### src/rtl/ntt_stage_sequencer.sv
`default_nettype none
// ============================================================================
// Module      : ntt_stage_sequencer
// Description : Read/write address sequencer for an in-place radix-4 NTT/INTT.
//               Issues N/4 butterfly-group reads per stage, drains the
//               butterfly pipeline, and replays each read as a write exactly
//               LAT cycles later through a tapped delay line.
// Revision    : 1.0 - initial release
// ============================================================================
module ntt_stage_sequencer #(
  parameter int LOG_N    = 9,
  parameter int LAT_NTT  = 7,
  parameter int LAT_INTT = 13
) (
  input  logic             clk,
  input  logic             rst,
  input  logic             start,
  input  logic             mode,
  output logic             rd_en,
  output logic [3:0]       rd_stage,
  output logic [LOG_N-3:0] rd_group,
  output logic             r2_stage,
  output logic             wr_en,
  output logic [3:0]       wr_stage,
  output logic [LOG_N-3:0] wr_group,
  output logic             mode_q,
  output logic             busy,
  output logic             done
);

  localparam int GW      = LOG_N - 2;
  localparam int SW      = 4;
  localparam int NS      = (LOG_N + 1) / 2;
  localparam int DLY     = (LAT_NTT > LAT_INTT) ? LAT_NTT : LAT_INTT;
  localparam int LW      = $clog2(DLY + 1);
  localparam int EW      = 1 + SW + GW;

  localparam logic [SW-1:0] STAGE_LAST = SW'(NS - 1);
  localparam logic [GW-1:0] GROUP_LAST = '1;

  typedef enum logic [1:0] {
    S_IDLE  = 2'd0,
    S_READ  = 2'd1,
    S_DRAIN = 2'd2,
    S_DONE  = 2'd3
  } state_t;

  state_t          state_q, state_d;
  logic [SW-1:0]   stage_q, stage_d;
  logic [GW-1:0]   group_q, group_d;
  logic [LW-1:0]   drain_q, drain_d;
  logic [LW-1:0]   lat_q,   lat_d;
  logic            mode_d;
  logic            start_acc;

  // Delay line: each entry is {valid, stage, group}
  logic [EW-1:0]   dl_q [DLY];
  logic [EW-1:0]   tap;

  assign start_acc = (state_q == S_IDLE) && start;

  // State, counters and latched mode registers
  always_ff @(posedge clk) begin
    if (!rst) begin
      state_q <= S_IDLE;
      stage_q <= '0;
      group_q <= '0;
      drain_q <= '0;
      lat_q   <= '0;
      mode_q  <= 1'b0;
    end else begin
      state_q <= state_d;
      stage_q <= stage_d;
      group_q <= group_d;
      drain_q <= drain_d;
      lat_q   <= lat_d;
      mode_q  <= mode_d;
    end
  end

  // Next-state and counter sequencing
  always_comb begin
    state_d = state_q;
    stage_d = stage_q;
    group_d = group_q;
    drain_d = drain_q;
    lat_d   = lat_q;
    mode_d  = mode_q;
    case (state_q)
      S_IDLE: begin
        if (start) begin
          mode_d  = mode;
          lat_d   = mode ? LW'(LAT_INTT) : LW'(LAT_NTT);
          stage_d = '0;
          group_d = '0;
          drain_d = '0;
          state_d = S_READ;
        end
      end
      S_READ: begin
        group_d = group_q + 1'b1;
        if (group_q == GROUP_LAST) begin
          drain_d = '0;
          state_d = S_DRAIN;
        end
      end
      S_DRAIN: begin
        if (drain_q == lat_q - 1'b1) begin
          drain_d = '0;
          if (stage_q != STAGE_LAST) begin
            stage_d = stage_q + 1'b1;
            group_d = '0;
            state_d = S_READ;
          end else begin
            state_d = S_DONE;
          end
        end else begin
          drain_d = drain_q + 1'b1;
        end
      end
      S_DONE: begin
        state_d = S_IDLE;
      end
      default: begin
        state_d = S_IDLE;
      end
    endcase
  end

  // Read-side outputs; indices are forced to zero when no read is issued
  always_comb begin
    rd_en    = (state_q == S_READ);
    rd_stage = rd_en ? stage_q : '0;
    rd_group = rd_en ? group_q : '0;
    busy     = (state_q == S_READ) || (state_q == S_DRAIN);
    done     = (state_q == S_DONE);
  end

  // Write delay line; cleared on accept so entries left over from a
  // shorter-latency transform cannot reach a longer tap position
  always_ff @(posedge clk) begin
    if (!rst || start_acc) begin
      for (int i = 0; i < DLY; i++) begin
        dl_q[i] <= '0;
      end
    end else begin
      dl_q[0] <= {rd_en, rd_stage, rd_group};
      for (int i = 1; i < DLY; i++) begin
        dl_q[i] <= dl_q[i-1];
      end
    end
  end

  // Select the delay-line entry that is exactly LAT cycles old
  always_comb begin
    tap = '0;
    for (int i = 0; i < DLY; i++) begin
      if (lat_q == LW'(i + 1)) begin
        tap = dl_q[i];
      end
    end
  end

  // Write-side outputs; indices are forced to zero when no write is issued
  always_comb begin
    wr_en    = tap[EW-1];
    wr_stage = wr_en ? tap[GW +: SW] : '0;
    wr_group = wr_en ? tap[GW-1:0]   : '0;
  end

  // Final radix-2 stage exists only for odd LOG_N
  if ((LOG_N % 2) == 1) begin : g_r2_odd
    assign r2_stage = rd_en && (stage_q == STAGE_LAST);
  end else begin : g_r2_even
    assign r2_stage = 1'b0;
  end

endmodule
`default_nettype wire

### config.mk
export PLATFORM = sky130hd
export DESIGN_NAME = ntt_stage_sequencer
export DESIGN_NICKNAME = d
export VERILOG_FILES = /design/src/rtl/ntt_stage_sequencer.sv
export SDC_FILE = /design/constraint.sdc
export NUM_CORES = 1
export LEC_CHECK = 0
export CAP_MARGIN = 20
export CELL_PAD_IN_SITES_DETAIL_PLACEMENT = 0
export CELL_PAD_IN_SITES_GLOBAL_PLACEMENT = 2
export CORE_ASPECT_RATIO = 0.9
export CORE_MARGIN = 1
export CORE_UTILIZATION = 35
export CTS_BUF_LIST = sky130_fd_sc_hd__clkbuf_4 sky130_fd_sc_hd__clkbuf_8 sky130_fd_sc_hd__clkbuf_16
export DETAILED_ROUTE_END_ITERATION = 8
export GPL_TIMING_DRIVEN = 0
export PLACE_DENSITY_LB_ADDON = 0.1
export SETUP_SLACK_MARGIN = 0.3
export SLEW_MARGIN = 20
export SYNTH_ARGS = -nofsm -noshare
export SYNTH_HDL_FRONTEND = slang
export SYNTH_SLANG_ARGS = --single-unit
### constraint.sdc
create_clock -name clk -period 2.8 [get_ports clk]
set_input_delay 0.42 -clock clk [delete_from_list [all_inputs] [get_ports clk]]
set_output_delay 0.42 -clock clk [all_outputs]
set_load 0.02 [all_outputs]
Word-level counts from Yosys, hierarchy flattened
Memory sizes are Yosys's and may differ from the RTL's.
Cells that the tools add are included.
Widths: inputs -> output; s select.
Cells by class
  mux-type cells: 50
  divide/modulo/power cells: 0
  add/sub/neg operators: 4
  bitwise operators: 13
  equality and inequality tests: 24
  multiply operators: 0
  reductions and logical operators: 13
  shift-type cells: 0
  magnitude comparators: 0
Operators by type and width (number)
  $mux 12: 26
  $mux 7: 5
  $mux 4: 8
  $eq 4x4->1 const B: 6
  $pmux 7 s3: 1
  $eq 4x3->1 const B: 5
  $or 1x1->1: 13
  $pmux 4 s3: 1
  $add 4x1->4 const B: 2
  $eq 4x2->1 const B: 2
  $mux 2: 4
  $pmux 2 s4: 1
  $pmux 4 s2: 1
  $reduce_and 4->1: 2
  $add 7x1->7 const B: 1
  $eq 7x7->1 const B: 1
  $ne 2x2->1 const B: 3
  $reduce_and 3->1: 2
  $eq 2x2->1 const B: 2
  $eq 4x1->1 const B: 1
  $eq 4x4->1: 1
  $ne 4x3->1 const B: 1
  $sub 4x1->4 const B: 1
  $mux 1: 3
  other kinds (9): 11
Word-level totals
  memories kept: 1
  bits in writable memories: 156
  bits in latches: 0
  flip-flop bits (word level): 22
  output and inout bits: 28
  ROM bits: 0
  bits of input ports: 4
Memories
  dl_q: words 13, width 12, rd ports 13, clocked after memory_dff 0, write ports 13, RTL line 57  | logic [EW-1:0] dl_q [DLY];

Longest topological paths before layout
  depth in word-level cells: 15
  gate-level depth with buffers: 11
  mapped depth without buffers: 7

Worst setup path before layout
OpenSTA, ideal clock, no wires.
  path kind: reg-to-output
  from: register lat_q[2]
  to: output wr_group[6]
  cell stages (with the launch flop): 11
  arrival time: 2710 ps
  path buffers: 3
  data required time: 2380 ps
  path slack: -330 ps
  cells stage by stage: dfxtp_1 buf_2 clkbuf_1 inv_1 ha_1 or3b_1 clkbuf_1 a21oi_1 or4_1 o2111ai_1 a221oi_1
Between the ends
  longest elaborated chain between the ends: 15
RTL lines
  start: declaration: RTL line 52  | logic [LW-1:0] lat_q, lat_d;
  start signal: assignment: RTL line 76  | lat_q <= lat_d;
  $eq 4x1->1: RTL line 158  | if (lat_q == LW'(i + 1)) begin
  $mux 12 (12 in a row): RTL line 158
  $mux 12 (*): RTL line 158
  $mux 7 (*): RTL line 168  | wr_group = wr_en ? tap[GW-1:0] : '0;
  end: declaration: RTL line 25  | output logic [LOG_N-3:0] wr_group,
Mark *: on every way between the ends. The rest lies on a longest branch, timed or not.

Worst setup path after layout
  from: register lat_q[2]
  to: output wr_stage[2]
Between the ends
  longest elaborated chain between the ends: 15
RTL lines
  $eq 4x1->1: RTL line 158
  $mux 12 (12 in a row): RTL line 158
  $mux 12 (*): RTL line 158
  $mux 4 (*): RTL line 167  | wr_stage = wr_en ? tap[GW +: SW] : '0;
  end: declaration: RTL line 24  | output logic [3:0] wr_stage,
Marks and branches as above.

==> metrics.txt <==
DRC 0; Initial Utilization 36.0%; Worst Hold Class register to register; Static Leak 4.41 nW; sw power 2.54 mW; crit share post-route 117%; FF+latch count, synth 176; WHS Path Cells 1; logic gate share of total power 29.7%; CP startpoint kind register; delay-heaviest family, CP simple AND/OR/NAND/NOR gates; max_cap viols 0; # setup viols final 12; DP Worst Slack -1.16 ns; fin nets 870; Crit Reg-Reg Startpoint lat_q[2]; first-pass GRT wire length 37700 um; pwr dens 748 nW/um2; top-count cell post-synth dfxtp_1; switching share of power 35.6%; clock share of power 34.1%; # rows 49; status complete, but fails checks; Int Power 4.58 mW; drt total wl 24500 um; die area 21300 um2; minimum clock period 3.28 ns; Fin. Hold Viols 0; Post-Synthesis Cells 773; CTS buffer count 17; Sink Count 176; CORE AREA 20100 um2; min-delay src dl_q[1][37]; Hold Path Sink dl_q[1][49]; CP max stage delay 0.52 ns; GRT Overall Usage 23.7%; largest net degree at the start of global routing 19; Crit-path slowest cell or4_4; Routability Congestion 0.835; routed len/inst 21.8 um; Post-DP Area 8090 um2; port bufs 30; r2r worst-path depth 13; Clk Latency, worst-skew pair 0.44 ns; Main synth FF type dfxtp_1; vias in the first global route 6218; Slew @ Worst Pin 0.717 ns; most frequent cells after synthesis dfxtp_1 (176), and3_1 (147), clkbuf_1 (54); Synth area leader dfxtp_1; Synth area leaders dfxtp_1 (49%), and3_1 (13%), clkbuf_1 (2.8%); Slew Viols, Final 0; r2r endpoint group_q[2]; CTS root buf clkbuf_16; sequential fraction of the synthesis area 48.7%; critical path type register to primary output; Avg Inst Size Synth 9.37 um2; Area Overhead vs Synth 31.4%; DR pass1 iterations 7; FMAX 305 MHz; Die Wd 154 um; Via Count 6147; syn_nets 790; Critical Path, Cell by Cell buf_8, clkbuf_16, inv_12, ha_4, and3b_2, buf_8, buf_6, a22o_1, or4_4, o2111ai_4, a221oi_4, buf_6; Worst Clk Skew 0.0101 ns; Finished Cell Area 9510 um2; crit path from lat_q[2]; layout cells sized above 1 22.4%; ant diodes 0; number of I/O pins 32; worst path required time 2.38 ns; Overflow after GRT 0; htree depth 4; r2r setup slk 0.28 ns; DP HPWL 17000 um; DR vias/cell 5.48; die height 138 um; worst ir drop on vdd 0.414 mV; Critical Path End Type primary output; RSZ-0062 raised after global routing yes; Final ANT Viol Nets 0; failing checks setup timing; stages on the worst setup path 12; initial antenna violation count 0; Seq pwr share 36.2%; clock buffer depth 2; Rel. slew slack 51.5%; asr flop ratio synth 0%; CP Buf/Inv Count 6; Post-Syn Area 7240 um2; crit path DAT 2.86 ns; Clk pin slew, worst setup/hold paths 0.07 ns; Synth Warn # 0; Final Worst Setup Slack -0.484 ns; CTS tree built; Yosys cell types 61; DR iter-0 viols 345; Yosys top cell area share 48.7%; Max FO, Critical Path 6; Post-synth EDFFs 0
[timing repair]
action                     4_1_cts  5_1_grt
gates cloned                     1        0
buffers inserted                18       12
hold buffers                     0        0
setup endpoints to repair       27       34
gates resized for setup        182       30
pin swaps                       22       10
[through the flow]
step	TNS [ns]	total power, mW	util (%)	instances	hold slack, ns
after floorplan	0	3.68	-	773	0.443
after global placement	-13.02	4.28	40.2	1058	0.456
after detailed placement	-12.90	4.29	40.2	1058	0.464
after CTS	-5.10	7.02	46.5	1109	0.471
after global routing	-5.96	7.41	47.3	1121	0.468
final	-5.14	7.12	47.3	1121	0.471
[cells in the final DEF, fill, tap and decap left out, types with 9 or more instances in the layout]
master       n
a22o_1      11
nand3_1     12
nor2b_1     17
nor2_1      25
o2111ai_4    9
and2_1      21
buf_4       32
clkbuf_16   21
ha_1         9
and3_1     147
buf_6       17
nand3b_1    26
a211oi_2    10
o22ai_1     11
dfxtp_1    174
a21oi_1     37
clkbuf_1    36
or4_4        9
nand2_1     45
inv_1       13
[routing by layer]
metal  up-vias  wire length [um]  GRT usage (%)
li1       2954                 -              -
met3        26              1100           3.82
met2       136             10700           34.7
met4         0               410           7.37
met1      3031             12300           35.4
met5         -                 0              0
[layout make-up]
type | instances | area [um2]
Sequential cell | 176 | 3530
Timing Repair Buffer | 61 | 589
Fill cell | 1956 | 10600
Clock buffer | 17 | 425
Buffer | 70 | 470
Clock inverter | 15 | 166
Inverter | 15 | 68.8
Tap cell | 255 | 319
Multi-Input combinational cell | 512 | 3950
[flip-flops by register name (all words and copies together) (netlist names)]
| signal | flops |
|---|---|
| state_q | 2 |
| group_q | 7 |
| drain_q | 4 |
| lat_q | 2 |
| stage_q | 4 |
| dl_q | 156 |
| mode_q | 1 |
[power by group through the flow]
stage | Combinational (mW) | Clock, mW | Sequential (mW)
2_1_floorplan | 1.06 | 0 | 2.63
3_3_place_gp | 1.64 | 0 | 2.64
3_5_place_dp | 1.65 | 0 | 2.64
4_1_cts | 1.99 | 2.45 | 2.58
5_1_grt | 2.26 | 2.56 | 2.59
6_report | 2.11 | 2.43 | 2.58
[how the worst max path moves through the flow]
stage | end | slack [ns]
floorplan | wr_group[0] | 0.22
global placement | wr_group[2] | -1.20
detailed placement | wr_group[3] | -1.16
CTS | wr_stage[1] | -0.48
global route | wr_stage[2] | -0.56
finish | wr_stage[2] | -0.48
[cell families after synthesis]
kind of cell	count (synthesis)	share of synthesized area, %
and+or+nand+nor	344	27.8
DFF	176	48.7
AOI/OAI and AO/OA	149	15.4
buffers and inverters	85	4.84
adders and majority gates	13	2.25
xor gates and xnor gates	6	1.04
Power figures use the tool's default switching activity.
